--- src/rtl/router_reg_pkg.sv ---
// Shared router constants: datapath widths and the reserved destination address.
package router_reg_pkg;

   localparam int unsigned DATA_W = 8;
   localparam int unsigned ADDR_W = 2;
   localparam int unsigned PLEN_W = 6;

   localparam logic [ADDR_W-1:0] INVALID_ADDR = 2'b11;

   function automatic logic addr_valid(input logic [ADDR_W-1:0] addr);
      return addr != INVALID_ADDR;
   endfunction

endpackage

--- src/rtl/router_reg.sv ---
// Router datapath register: header capture, FIFO byte output, full-buffer byte and
// running parity check, all driven by one-hot strobes from the router FSM.
module router_reg
   import router_reg_pkg::*;
(
   input  logic              clock,
   input  logic              resetn,
   input  logic              pkt_valid,
   input  logic [DATA_W-1:0] data_in,
   input  logic              fifo_full,
   input  logic              rst_int_reg,
   input  logic              detect_add,
   input  logic              ld_state,
   input  logic              laf_state,
   input  logic              full_state,
   input  logic              lfd_state,
   input  logic [ADDR_W-1:0] addr,
   input  logic [DATA_W-1:0] header,
   input  logic [DATA_W-1:0] parity,
   input  logic [PLEN_W-1:0] payload_len,
   output logic              parity_done,
   output logic              low_pkt_valid,
   output logic              err,
   output logic [DATA_W-1:0] dout
);

   logic [DATA_W-1:0] hold_header_q, hold_header_d;
   logic [DATA_W-1:0] ffb_q, ffb_d;
   logic [DATA_W-1:0] int_parity_q, int_parity_d;
   logic [DATA_W-1:0] pkt_parity_q, pkt_parity_d;
   logic [DATA_W-1:0] dout_q, dout_d;
   logic              parity_done_q, parity_done_d;
   logic              low_pkt_valid_q, low_pkt_valid_d;
   logic              err_q, err_d;

   logic              ld_write;
   logic              ld_last;

   // Sideband monitor inputs have no functional effect.
   logic              unused_sideband;
   assign unused_sideband = ^{addr, header, parity, payload_len};

   assign ld_write = ld_state & ~fifo_full;
   assign ld_last  = ld_write & ~pkt_valid;

   always_comb begin
      hold_header_d = hold_header_q;
      if (detect_add && pkt_valid && addr_valid(data_in[ADDR_W-1:0])) begin
         hold_header_d = data_in;
      end

      dout_d = dout_q;
      if (lfd_state) begin
         dout_d = hold_header_q;
      end else if (ld_write) begin
         dout_d = data_in;
      end else if (laf_state) begin
         dout_d = ffb_q;
      end

      ffb_d = ffb_q;
      if (ld_state && fifo_full) begin
         ffb_d = data_in;
      end

      low_pkt_valid_d = low_pkt_valid_q;
      if (rst_int_reg) begin
         low_pkt_valid_d = 1'b0;
      end else if (ld_state && !pkt_valid) begin
         low_pkt_valid_d = 1'b1;
      end

      parity_done_d = parity_done_q;
      if (detect_add) begin
         parity_done_d = 1'b0;
      end else if (ld_last || (laf_state && low_pkt_valid_q && !parity_done_q)) begin
         parity_done_d = 1'b1;
      end

      // Bytes parked in ffb were already folded in when they were first presented.
      int_parity_d = int_parity_q;
      if (detect_add) begin
         int_parity_d = '0;
      end else if (lfd_state) begin
         int_parity_d = int_parity_q ^ hold_header_q;
      end else if (ld_state && pkt_valid && !full_state) begin
         int_parity_d = int_parity_q ^ data_in;
      end

      pkt_parity_d = pkt_parity_q;
      if (detect_add) begin
         pkt_parity_d = '0;
      end else if (ld_last) begin
         pkt_parity_d = data_in;
      end else if (laf_state && !pkt_valid) begin
         pkt_parity_d = ffb_q;
      end

      err_d = err_q;
      if (detect_add) begin
         err_d = 1'b0;
      end else if (parity_done_q) begin
         err_d = (int_parity_q != pkt_parity_q);
      end
   end

   always_ff @(posedge clock) begin
      if (resetn) begin
         hold_header_q   <= '0;
         ffb_q           <= '0;
         int_parity_q    <= '0;
         pkt_parity_q    <= '0;
         dout_q          <= '0;
         parity_done_q   <= 1'b0;
         low_pkt_valid_q <= 1'b0;
         err_q           <= 1'b0;
      end else begin
         hold_header_q   <= hold_header_d;
         ffb_q           <= ffb_d;
         int_parity_q    <= int_parity_d;
         pkt_parity_q    <= pkt_parity_d;
         dout_q          <= dout_d;
         parity_done_q   <= parity_done_d;
         low_pkt_valid_q <= low_pkt_valid_d;
         err_q           <= err_d;
      end
   end

   assign dout          = dout_q;
   assign parity_done   = parity_done_q;
   assign low_pkt_valid = low_pkt_valid_q;
   assign err           = err_q;

endmodule

--- config.mk ---
export PLATFORM = sky130hd
export DESIGN_NAME = router_reg
export DESIGN_NICKNAME = d
export VERILOG_FILES = /design/src/rtl/router_reg_pkg.sv /design/src/rtl/router_reg.sv
export SDC_FILE = /design/constraint.sdc
export NUM_CORES = 1
export LEC_CHECK = 0
export ABC_CLOCK_PERIOD_IN_PS = 1100
export BUFFER_PORTS_ARGS = -buffer_cell sky130_fd_sc_hd__buf_4
export CORE_ASPECT_RATIO = 1.4
export CORE_UTILIZATION = 46
export DETAILED_ROUTE_END_ITERATION = 8
export GPL_ROUTABILITY_DRIVEN = 0
export PLACE_DENSITY = 0.79
export SLEW_MARGIN = 20
export SYNTH_ARGS = -nofsm -noshare
export SYNTH_HDL_FRONTEND = slang
export SYNTH_SLANG_ARGS = --single-unit
--- constraint.sdc ---
create_clock -name clock -period 1.1 [get_ports clock]
set_input_delay 0.165 -clock clock [delete_from_list [all_inputs] [get_ports clock]]
set_output_delay 0.165 -clock clock [all_outputs]
set_load 0.01 [all_outputs]
* After elaboration in Yosys (flattened, before gate mapping) *
Index checks and enable logic that the tools add are counted.

storage, ports and cells
  register bits = 43
  bits of input ports = 42
  output and inout bits = 11
  word-level logic and storage cells = 41

cells by class
  mux-type cells = 7
  bitwise gates (word level) = 6
  eq/ne operators = 2
  reductions and logical operators = 18

operator list
  cell                                           count
  8-bit two-way mux                              7
  8-bit bitwise XOR                              2
  1-bit logical AND                              9
  8-bit inequality test                          1
  2-bit nonzero test                             2
  2-bit OR reduction                             2
  1-bit logical NOT                              3
  3-bit nonzero test                             1
  1-bit bitwise AND                              2
  2-bit inequality test (second input constant)  1
  1-bit NOT                                      2
  1-bit logical OR                               1

* Depth between registers and ports, before layout *
Gate-level depths: netlist (run 1).

  depth after elaboration = 4
  depth in mapped cells = 6
  mapped depth without buffers = 4

* Worst setup path before layout (run 1) *
No wires, ideal clock.

  path type = input -> register
  start = in fifo_full
  end = reg pkt_parity_q[0]
  path buffers = 2
  stages on the path = 6
  setup time = 0.118 ns
  data required time = 0.982 ns
  path slack = -0.045 ns
  data arrival time = 1.026 ns
  path through = buf_6 -> nand2b_4 -> buf_6 -> mux2_4 -> o22ai_1 -> nor2_1

on the way
  cells in the longest elaborated chain, start to end = 4
  elaborated cells between the ends (all ways) = 5
  those cells by class = mux (1); bitwise (3); reduce/logical (1)

RTL lines
  what                                                     line               text
  from (decl)                                              router_reg.sv:10   input logic fifo_full,
  1-bit NOT (*)                                            router_reg.sv:43   assign ld_write = ld_state & ~fifo_full;
  1-bit bitwise AND (*)                                    router_reg.sv:43
  1-bit bitwise AND (*)                                    router_reg.sv:44   assign ld_last = ld_write & ~pkt_valid;
  8-bit two-way mux or 2-bit nonzero test (tied branches)  n/a
  to (signal assigned)                                     router_reg.sv:121  pkt_parity_q <= pkt_parity_d;
  to (decl)                                                router_reg.sv:30   logic [DATA_W-1:0] pkt_parity_q, pkt_parity_d;

Mark *: on every way between the ends. The rest lies on a longest branch, timed or not.
A chain may end at the register's enable or synchronous reset.

* Worst setup path after layout (run 1) *
  start = reg ffb_q[2]
  end = reg dout_q[2], in the netlist dout[2]

on the way
  cells in the longest elaborated chain, start to end = 3

RTL lines
  what                    line               text
  from (decl)             router_reg.sv:28   logic [DATA_W-1:0] ffb_q, ffb_d;
  from (signal assigned)  router_reg.sv:110  ffb_q <= '0;
  from (signal assigned)  router_reg.sv:119  ffb_q <= ffb_d;
  8-bit two-way mux       router_reg.sv:57   end else if (laf_state) begin
  8-bit two-way mux       router_reg.sv:55   end else if (ld_write) begin
  8-bit two-way mux       router_reg.sv:53   if (lfd_state) begin
  to (signal assigned)    router_reg.sv:122  dout_q <= dout_d;
  to (decl)               router_reg.sv:31   logic [DATA_W-1:0] dout_q, dout_d;

Every way passes these cells. The select of a mux whose other input is x is not followed.

==> summary.md, run 1 <==
| Metric | Value |
|---|---|
| Yosys warning total | 0 |
| WL per Instance | 15.3 um |
| CP Class | register to register |
| Clock skew | approximately 0.0073 ns |
| Clk pwr share | ~36% |
| Register Area | ~860 um2 |
| Async SR Flop Fraction | 0% |
| CTS buffer count | 5 |
| Final hold viol count | 0 |
| Startpoint Class | register |
| Vias in the first global route | 1,542 |
| Antenna Nets Post-Route | 0 |
| CTS tree | built |
| Io pins | between 50 and 60 |
| Comb pwr share | between 10% and 20% |
| Die width | between 50 and 60 um |
| First-pass DRT Iterations | 4 |
| RSZ-0062 raised after global routing | true |
| CTS Sinks | 43 |
| IO Port Bufs | 28 |
| Die area | between 4000 and 5000 um2 |
| Cell Area, Synth | between 1500 and 2000 um2 |
| Crit path max-delay family | flip-flops |
| CTS resizes | 0 |
| Worst-Margin Slew | approximately 0.3 ns |
| Htree depth | 2 |
| Critical Path RT | 1.29 ns |
| Largest net degree at the start of global routing | 26 |
| Psw | between 800 and 900 uW |
| Hpwl dp | about 3.2 mm |
| Post-CTS setup buffer count | 0 |
| Pins Over Slew Limit | 0 |
| DRC | 0 |
| Post-cts hold buffer count | 0 |
| Max frequency | between 900 and 1000 MHz |
| Setup WS post-layout | -0.00883 ns |
| Post-synth cell types | 35 |
| Switching Share | 24.8% |
| Max-slew headroom | about 79% |
| Initial cell density of the core | between 40% and 50% |
| Synth cell count leaders | dfxtp_1 (43), nor2_1 (37), a21oi_1 (19), nand2_1 (14) |
| Mapped Cells | roughly 210 |
| Post-synth top area share | 44.3% |
| Flop pwr share | 48.8% |
| Most numerous cell in the Yosys netlist | dfxtp_1 |
| Syn avg cell area | roughly 9 um2 |
| Hold crit path type | input port to register |
| DRT iter0 DRCs | 52 |
| Worst-path clk slew | 0.08 ns |
| Max cap viols | 0 |
| First-pass GRT wire length | around 7.3 mm |
| Post-synth EDFFs | 0 |
| P_int | between 2 and 3 mW |
| Routed via count | between 1,500 and 2,000 |
| Critical path's slowest cell | dfxtp_2 |
| Dominant cell type by area after synthesis | dfxtp_1 |
| CP max stage delay | between 0.3 and 0.4 ns |
| Post-Syn Nets | between 200 and 300 |
| Crit path buf inv count | 0 |
| Worst endpoint data arrival time | between 1 and 1.5 ns |
| Initial antenna violation count | 0 |
| Crit Path Max Fanout | 2 |
| Synth top area cells | dfxtp_1 (44%), nor2_1 (7.1%), mux2i_1 (5.7%), xor2_1 (5.0%), a21oi_1 (4.9%) |
| Seq/Total Area, Yosys | 44.3% |
| Post-Route WL | 4.50 mm |
| Via density | approximately 5.5 |
| Synth-to-Final Area Change | 25.7% |
| Worst-path cell chain | or2b_1, mux2_4, a22oi_2, nor2_1 |
| Status | complete, but fails checks |
| Core ar. | roughly 4000 um2 |
| Share of cells above drive strength 1 | 29.9% |
| Fin nets | about 290 |
| # setup viols final | 1 |
| Skew-Pair Late Insertion Delay | ~0.30 ns |
| Seq cells post-synth | 43 |
| Fin crit period | roughly 1.1 ns |
| Multi-input logic area | between 1000 and 1500 um2 |
| GRT overflow | 0 |
| Total Routing Usage GR | a little over a fifth |
| Failing checks | setup timing |
| Dpl ws | -0.149 ns |
| Total negative setup slack | -0.00883 ns |
| CP Capture Type | register |
| Most used DFF post-synth | dfxtp_1 |
| Final Cycle Share | 101% |
| Filler cells | between 300 and 400 |
| Pwr per Cell Area | around 1400 nW/um2 |
| Die Span Y | 78.9 um |
| Max rail drop VDD | between 1 and 1.5 mV |
| Static leakage | approximately 1.1 nW |
| # rows | 27 |
| Inserted Diodes | 0 |
| Clock buffer depth | 2 |
| Clock root cell | clkbuf_8 |
[power groups by stage]
stage                     combinational (mW)  sequential, mW  clock [mW]
final                                  0.525            1.66        1.22
after global routing                   0.572            1.67        1.30
after CTS                              0.509            1.66        1.24
after detailed placement               0.504            1.70           0
after global placement                 0.494            1.69           0
after floorplan                        0.301            1.70           0
[sequential cells by signal, indices dropped and copies added, names as in the netlist]
name	cells
ffb_q	8
low_pkt_valid	1
err	1
parity_done	1
dout	8
hold_header_q	8
int_parity_q	8
pkt_parity_q	8
[kinds of logic (layout without fill, tap and decap cells)]
| family | after synthesis | after routing | synth area share [%] |
|---|---|---|---|
| buffers and inverters | 16 | 55 | 4.44 |
| muxes | 16 | 16 | 9.53 |
| DFF | 43 | 43 | 44.3 |
| xor gates and xnor gates | 16 | 16 | 7.21 |
| AOI/OAI and AO/OA | 50 | 50 | 17.8 |
| and+or+nand+nor | 71 | 71 | 16.7 |
[final timing paths]
kind	startpoint	end	slack (ns)	cells after the start
max reg2reg	ffb_q[2]$_SDFFE_PP0P_	dout[2]$_SDFFE_PP0P_	-0.009	4
max	ffb_q[2]$_SDFFE_PP0P_	dout[2]$_SDFFE_PP0P_	-0.009	4
min reg2reg	ffb_q[0]$_SDFFE_PP0P_	ffb_q[0]$_SDFFE_PP0P_	0.45	2
min	rst_int_reg	low_pkt_valid$_SDFFE_PP0P_	0.02	2
[worst reg2reg max path: stages, from the launching register on]
cell     delay (ns)
dfxtp_2        0.32
or2b_1         0.21
mux2_4         0.28
a22oi_2        0.13
nor2_1         0.07
[metal layers]
layer  vias up  share of wire (%)  GRT usage (%)
li1        807                  -              -
met4         0                1.6           7.32
met1       769                 43           27.0
met2        41                 51           36.0
met5         -                  0              0
met3         5                4.2           3.91
[metrics by stage]
stage,hold WS (ns),power (mW),instance area (um2),util [%],instances
after global routing,0.0225,3.54,2440,61.3,294
final,0.0235,3.41,2440,61.3,294
after global placement,0.327,2.19,2290,57.5,286
after floorplan,0.242,2.00,1950,-,212
after CTS,0.0212,3.41,2410,60.4,294
after detailed placement,0.329,2.20,2290,57.5,286
[placed cells by master (no fill, tap or decap), types with 8 or more instances in the layout]
master,instances
nand2_1,14
nand3_1,8
a21oi_1,19
dfxtp_1,40
nor2_1,37
mux2i_1,11
xor2_1,11
buf_4,42
[area by class of cell]
| class | count | share of cell area (%) |
|---|---|---|
| inverters | 2 | 0.307 |
| clock inverters | 3 | 1.79 |
| clock buffers | 5 | 2.82 |
| repair buffers | 45 | 15.4 |
| multi-input cells | 153 | 42.1 |
| well taps | 43 | 2.20 |
| flip-flops and latches | 43 | 35.4 |
Power figures use the tool's default switching activity.
==> inputs of run 2 (changes only) <==
--- a/config.mk
+++ b/config.mk
@@ -9,8 +9,8 @@
 export BUFFER_PORTS_ARGS = -buffer_cell sky130_fd_sc_hd__buf_4
 export CORE_ASPECT_RATIO = 1.4
-export CORE_UTILIZATION = 46
+export CORE_UTILIZATION = 40
 export DETAILED_ROUTE_END_ITERATION = 8
 export GPL_ROUTABILITY_DRIVEN = 0
-export PLACE_DENSITY = 0.79
+export PLACE_DENSITY = 0.71
 export SLEW_MARGIN = 20
 export SYNTH_ARGS = -nofsm -noshare
==> constraint.sdc (replaced) <==
create_clock -name clock -period 1.1 [get_ports clock]
set_input_delay 0.165 -clock clock [delete_from_list [all_inputs] [get_ports clock]]
set_output_delay 0.165 -clock clock [all_outputs]
set_load 0.1 [all_outputs]
==> run 2 against run 1 <==
The flow now finishes without violations. Fmax grew 2.1%. Setup slack better by 0.023 ns. Cell count rose by 10%.
==> summary.md, run 2 (synthesis gave the netlist of run 1 again) <==
| Metric | Value |
|---|---|
| Via density | 5.14 (-6.9%) |
| Die width | 60.9 um (+7.0%) |
| Clock skew | 0.00445 ns (-0.00284 ns) |
| CTS buffer count | 5 (unchanged) |
| DRC | 0 (unchanged) |
| Worst-Margin Slew | 0.308 ns (+0.00310 ns) |
| R2r worst-path depth | 4 (unchanged) |
| Most frequent cells in the layout | buf_4 (49), nor2_1 (37), dfxtp_1 (31), a21oi_1 (19), nand2_1 (14) |
| Initial cell density of the core | 42.2% (-6.6 points) |
| # setup viols final | 0 (-1) |
| Critical path's slowest cell | dfxtp_1 |
| Post-cts hold buffer count | 0 (unchanged) |
| Filler cells | 418 (+21%) |
| Post-CTS setup buffer count | 0 (unchanged) |
| Static leakage | 1.12 nW (+3.8%) |
| Synth-to-Final Area Change | 30.9% |
| GRT overflow | 0 (unchanged) |
| Startpoint Class | register |
| Worst endpoint data arrival time | 1.26 ns (-0.03 ns) |
| Vias in the first global route | 1,558 (+1.0%) |
| Inserted Diodes | 0 (unchanged) |
| CP max stage delay | 0.31 ns (about the same) |
| IO Port Bufs | 28 (unchanged) |
| DRT iter0 DRCs | 43 (-17%) |
| Total Routing Usage GR | 19.4% (-1.9 points) |
| HP Start | rst_int_reg |
| CTS Sinks | 43 (unchanged) |
| Final instance area | 2540 um2 (+4.1%) |
| Fin nets | 303 (+3.8%) |
| # rows | 29 (+7.4%) |
| CTS tree | built |
| Status | completed |
| First-pass DRT Iterations | 4 (unchanged) |
| Io pins | 53 (unchanged) |
| DP Area | 2390 um2 (+4.4%) |
| Clock buffer depth | 2 (unchanged) |
| Pins Over Slew Limit | 0 (unchanged) |
| Reg2Reg Setup Slack | 0.01 ns (+0.02 ns) |
| Initial antenna violation count | 0 (unchanged) |
| Die Span Y | 84.5 um (+7.1%) |
| Max rail drop VDD | 0.822 mV (-22%) |
| Clock root cell | clkbuf_8 |
| Critical Path RT | 1.28 ns (about the same) |
| Max-slew headroom | 79.4% (about the same) |
| Post-Route WL | 4.44 mm (-1.3%) |
| Core ar. | 4610 um2 (+16%) |
| Worst-path cell chain | or2b_1, mux2_4, a22oi_2, nor2_1 |
| Max frequency | 921 MHz (+2.1%) |
| Most common cell after layout, fill and taps aside | buf_4 |
| Crit Path Max Fanout | 2 (unchanged) |
| Max cap viols | 0 (unchanged) |
| Hold depth | 2 (unchanged) |
| RR Startpoint | ffb_q[2]$_SDFFE_PP0P_ |
| Setup WS post-layout | 0.0143 ns (+0.0231 ns) |
| CP Capture Type | register |
| Worst-path clk slew | 0.08 ns (about the same) |
| First-pass GRT wire length | 7.43 mm (+1.5%) |
| Final hold viol count | 0 (unchanged) |
| Crit path buf inv count | 0 (unchanged) |
| WHS | 0.0175 ns (-0.00605 ns) |
| Fin crit period | 1.09 ns (-0.0231 ns) |
| Antenna Nets Post-Route | 0 (unchanged) |
| WL per Instance | 13.7 um (-10%) |
| Share of cells above drive strength 1 | 35.9% (+6.0 points) |
| Hold crit path type | input port to register |
| Skew-Pair Late Insertion Delay | 0.29 ns (about the same) |
| Final Cycle Share | 98.7% (-2.1 points) |
| CP Class | register to register |
| Largest net degree at the start of global routing | 26 (unchanged) |
| Hpwl dp | 3.31 mm (+3.8%) |
| Htree depth | 2 (unchanged) |
| Pwr per Cell Area | 1350 nW/um2 (-3.2%) |
| Routed via count | 1,665 (+2.7%) |
| Die area | 5140 um2 (+15%) |
| RR Endpoint | dout[2]$_SDFFE_PP0P_ |
| Hold path endpoint | low_pkt_valid$_SDFFE_PP0P_ |
| RSZ-0062 raised after global routing | true |
| Crit path max-delay family | flip-flops |
| Dpl ws | -0.146 ns (+0.00365 ns) |
| Tot Pwr | 3.43 mW (+0.77%) |
[run 2: repair_timing]
action,in CTS,in global routing
setup endpoints to repair,3,13
pin swaps,0,0
resized for setup,3,10
[run 2: routing by layer]
layer / part of all wire (%) / routed length [um] / up-vias / global-route usage, %
met5: 0 / 0 / - / 0
met4: 2.1 / 91 / 0 / 7.23
met3: 2.8 / 122 / 8 / 4.31
met2: 49 / 2160 / 26 / 30.7
met1: 47 / 2070 / 801 / 25.2
li1: - / - / 830 / -
[run 2: worst max-delay path by stage]
stage,startpoint,to,slack [ns],depth (start not counted)
after detailed placement,lfd_state,int_parity_q[7]$_SDFFE_PP0P_,-0.15,6
final,ffb_q[2]$_SDFFE_PP0P_,dout[2]$_SDFFE_PP0P_,0.01,4
after global placement,ld_state,int_parity_q[5]$_SDFFE_PP0P_,-0.13,6
after CTS,dout[7]$_SDFFE_PP0P_,dout[7],0.002,1
after global routing,int_parity_q[6]$_SDFFE_PP0P_,err$_SDFFE_PP0P_,-0.04,4
after floorplan,dout[1]$_SDFFE_PP0P_,dout[1]$_SDFFE_PP0P_,-0.16,3
[run 2: metrics by stage]
step | cells | util (%) | TNS, ns
after floorplan | 212 | - | -0.512
after global placement | 316 | 51.9 | -1.71
after detailed placement | 316 | 51.9 | -2.09
after CTS | 324 | 54.4 | 0
after global routing | 324 | 55.2 | -0.162
final | 324 | 55.2 | 0
[run 2: cell type report]
class	count	area, um2	share of cell area, %
well taps	62	77.6	3.05
inverters	2	7.51	0.295
clock buffers	8	100	3.94
multi-input cells	153	1020	40.2
flip-flops and latches	43	881	34.6
repair buffers	56	455	17.9
[run 2: report_power, final]
| part | internal (mW) | switching, mW |
|---|---|---|
| logic | 0.288 | 0.387 |
| registers | 1.62 | 0.0433 |
| clock network | 0.573 | 0.521 |
| total | 2.48 | 0.951 |
==> inputs of run 3 (changes only) <==
BUFFER_PORTS_ARGS = -buffer_cell sky130_fd_sc_hd__clkbuf_2   (was -buffer_cell sky130_fd_sc_hd__buf_4)
==> run 3 against run 2 <==
Die area is the same. Sequential share of layout area down 0.99 points. Non-clock buffer count down 2. Sequential power about the same. Flip-flop and latch count stayed put. Register-to-register slack about the same. Core utilization rose by 1.6 points. Via count down 2.8%. Global-route usage barely moved. First-iteration DRC count fell by 35%. Critical path type unchanged.
==> summary.md, run 3 (synthesis gave the netlist of run 1 again) <==
| Metric | Value |
|---|---|
| Critical Path RT | 1.28 ns (about the same) |
| Max-slew headroom | 80.2% (+0.73 points) |
| IO Port Bufs | 28 (unchanged) |
| Routed via count | 1,618 (-2.8%) |
| Antenna Nets Post-Route | 0 (unchanged) |
| Most common cell after layout, fill and taps aside | nor2_1 |
| Share of cells above drive strength 1 | 35.8% (-0.11 points) |
| DRC | 0 (unchanged) |
| Final Cycle Share | 99.3% (+0.57 points) |
| Synth-to-Final Area Change | 34.8% |
| First-pass DRT Iterations | 4 (unchanged) |
| Total Routing Usage GR | 19.4% (+0.043 points) |
| Max cap viols | 0 (unchanged) |
| WHS | 0.0231 ns (+0.00560 ns) |
| Via density | 5.02 (-2.2%) |
| Inserted Diodes | 0 (unchanged) |
| Io pins | 53 (unchanged) |
| Setup WS post-layout | 0.00803 ns (-0.00624 ns) |
| Htree depth | 2 (unchanged) |
| Skew-Pair Late Insertion Delay | 0.30 ns (about the same) |
| # setup viols final | 0 (unchanged) |
| R2r worst-path depth | 4 (unchanged) |
| Die Span Y | 84.5 um (unchanged) |
| CTS buffer count | 5 (unchanged) |
| Tot Pwr | 3.45 mW (+0.42%) |
| Clock buffer depth | 2 (unchanged) |
| Cell count after placement | 314 (-0.63%) |
| GRT overflow | 0 (unchanged) |
| Fin nets | 301 (-0.66%) |
| CTS tree | built |
| Crit Path Max Fanout | 2 (unchanged) |
| Pwr per Cell Area | 1320 nW/um2 (-2.5%) |
| Critical Path Start | ffb_q[4]$_SDFFE_PP0P_ |
| First-pass GRT wire length | 7.49 mm (+0.83%) |
| Fin crit period | 1.09 ns (+0.00624 ns) |
| Hpwl dp | 3.32 mm (+0.42%) |
| Fin util | 56.8% (+1.6 points) |
| # rows | 29 (unchanged) |
| RSZ-0062 raised after global routing | true |
| Static leakage | 1.14 nW (+1.7%) |
| Worst-Margin Slew | 0.295 ns (-0.0129 ns) |
| Worst-path clk slew | 0.08 ns (about the same) |
| Filler cells | 420 (+0.48%) |
| DRT iter0 DRCs | 28 (-35%) |
| Hold crit path type | input port to register |
| Post-Route WL | 4.43 mm (-0.25%) |
| Post-CTS setup buffer count | 0 (unchanged) |
| CP Capture Point | dout[4]$_SDFFE_PP0P_ |
| Pins Over Slew Limit | 0 (unchanged) |
| Clock skew | 0.00399 ns (-0.000456 ns) |
| RR Startpoint | ffb_q[4]$_SDFFE_PP0P_ |
| Final hold viol count | 0 (unchanged) |
| CP Capture Type | register |
| WL per Instance | 13.7 um (+0.37%) |
| Reg2Reg Setup Slack | 0.008 ns (about the same) |
| Die area | 5140 um2 (unchanged) |
| Largest net degree at the start of global routing | 26 (unchanged) |
| Worst endpoint data arrival time | 1.27 ns (about the same) |
| Initial cell density of the core | 42.2% (unchanged) |
| Initial antenna violation count | 0 (unchanged) |
| Max frequency | 916 MHz (-0.57%) |
| Startpoint Class | register |
| Most frequent cells in the layout | nor2_1 (37), dfxtp_1 (31), buf_4 (24), a21oi_1 (19), clkbuf_2 (17) |
| CTS Sinks | 43 (unchanged) |
| Core ar. | 4610 um2 (unchanged) |
| Die width | 60.9 um (unchanged) |
| Final Non-Filler Cells | 322 (-0.62%) |
| CP Class | register to register |
| Max rail drop VDD | 0.981 mV (+19%) |
| Status | completed |
| Dpl ws | -0.143 ns (+0.00271 ns) |
| Clock root cell | clkbuf_8 |
| Vias in the first global route | 1,583 (+1.6%) |
| RR Endpoint | dout[4]$_SDFFE_PP0P_ |
## run 3: changes by cell type in the layout (fill, tap and decap cells not counted)
cell      delta
buf_4       -25
clkbuf_2    +17
buf_12      +12
buf_6        -6
o22ai_1      -2
o22ai_2      +2
a21boi_0     +1
a21boi_1     -1
xnor2_1      +1
xnor2_2      -1
## run 3: worst min-delay path by stage
| stage | start | end | slack, ns | cells past startpoint |
|---|---|---|---|---|
| 2_1_floorplan | rst_int_reg | low_pkt_valid$_SDFFE_PP0P_ | 0.23 | 1 |
| 3_3_place_gp | rst_int_reg | low_pkt_valid$_SDFFE_PP0P_ | 0.32 | 2 |
| 3_5_place_dp | rst_int_reg | low_pkt_valid$_SDFFE_PP0P_ | 0.33 | 2 |
| 4_1_cts | rst_int_reg | low_pkt_valid$_SDFFE_PP0P_ | 0.02 | 2 |
| 5_1_grt | rst_int_reg | low_pkt_valid$_SDFFE_PP0P_ | 0.04 | 2 |
| 6_report | rst_int_reg | low_pkt_valid$_SDFFE_PP0P_ | 0.02 | 2 |
## run 3: critical path, cell delays in order, from the launching register on
cell and delay [ns]:
dfxtp_2 0.32, or2b_1 0.21, mux2_4 0.27, a22oi_2 0.12, nor2_1 0.05
## run 3: layout make-up
| type | count | area (um2) | area share (%) |
|---|---|---|---|
| multi-input combinational | 153 | 1030 | 39.2 |
| sequential | 43 | 881 | 33.6 |
| timing repair buffer | 54 | 526 | 20.1 |
| clock buffer | 8 | 100 | 3.82 |
| tap | 62 | 77.6 | 2.96 |
| inverter | 2 | 7.51 | 0.287 |
## run 3: through the flow
step | TNS (ns) | area [um2]
final | 0 | 2620
after global routing | -0.187 | 2620
after CTS | 0 | 2590
after detailed placement | -2.12 | 2490
after global placement | -1.62 | 2490
after floorplan | -0.512 | 1960
## run 3: metal layers
layer / wire, um / track usage (%) / up-vias / share of wire [%]
met4: 99 / 7.64 / 0 / 2.2
met2: 2230 / 30.8 / 32 / 50
met5: 0 / 0 / - / 0
met1: 1980 / 26.1 / 750 / 45
met3: 115 / 2.77 / 10 / 2.6
li1: - / - / 826 / -
## run 3: power breakdown
part           leakage, nW  switching, mW  internal [mW]  total, mW
Combinational        0.731          0.387          0.311      0.698
Clock               0.0515          0.504          0.573       1.08
Sequential           0.356         0.0521           1.62       1.67
Total                 1.14          0.943           2.50       3.45
## run 3: repair_timing
item / in CTS / in global routing
hold buffers: 0 / 0
gates resized for setup: 1 / 6
endpoints found under the setup margin: 1 / 11
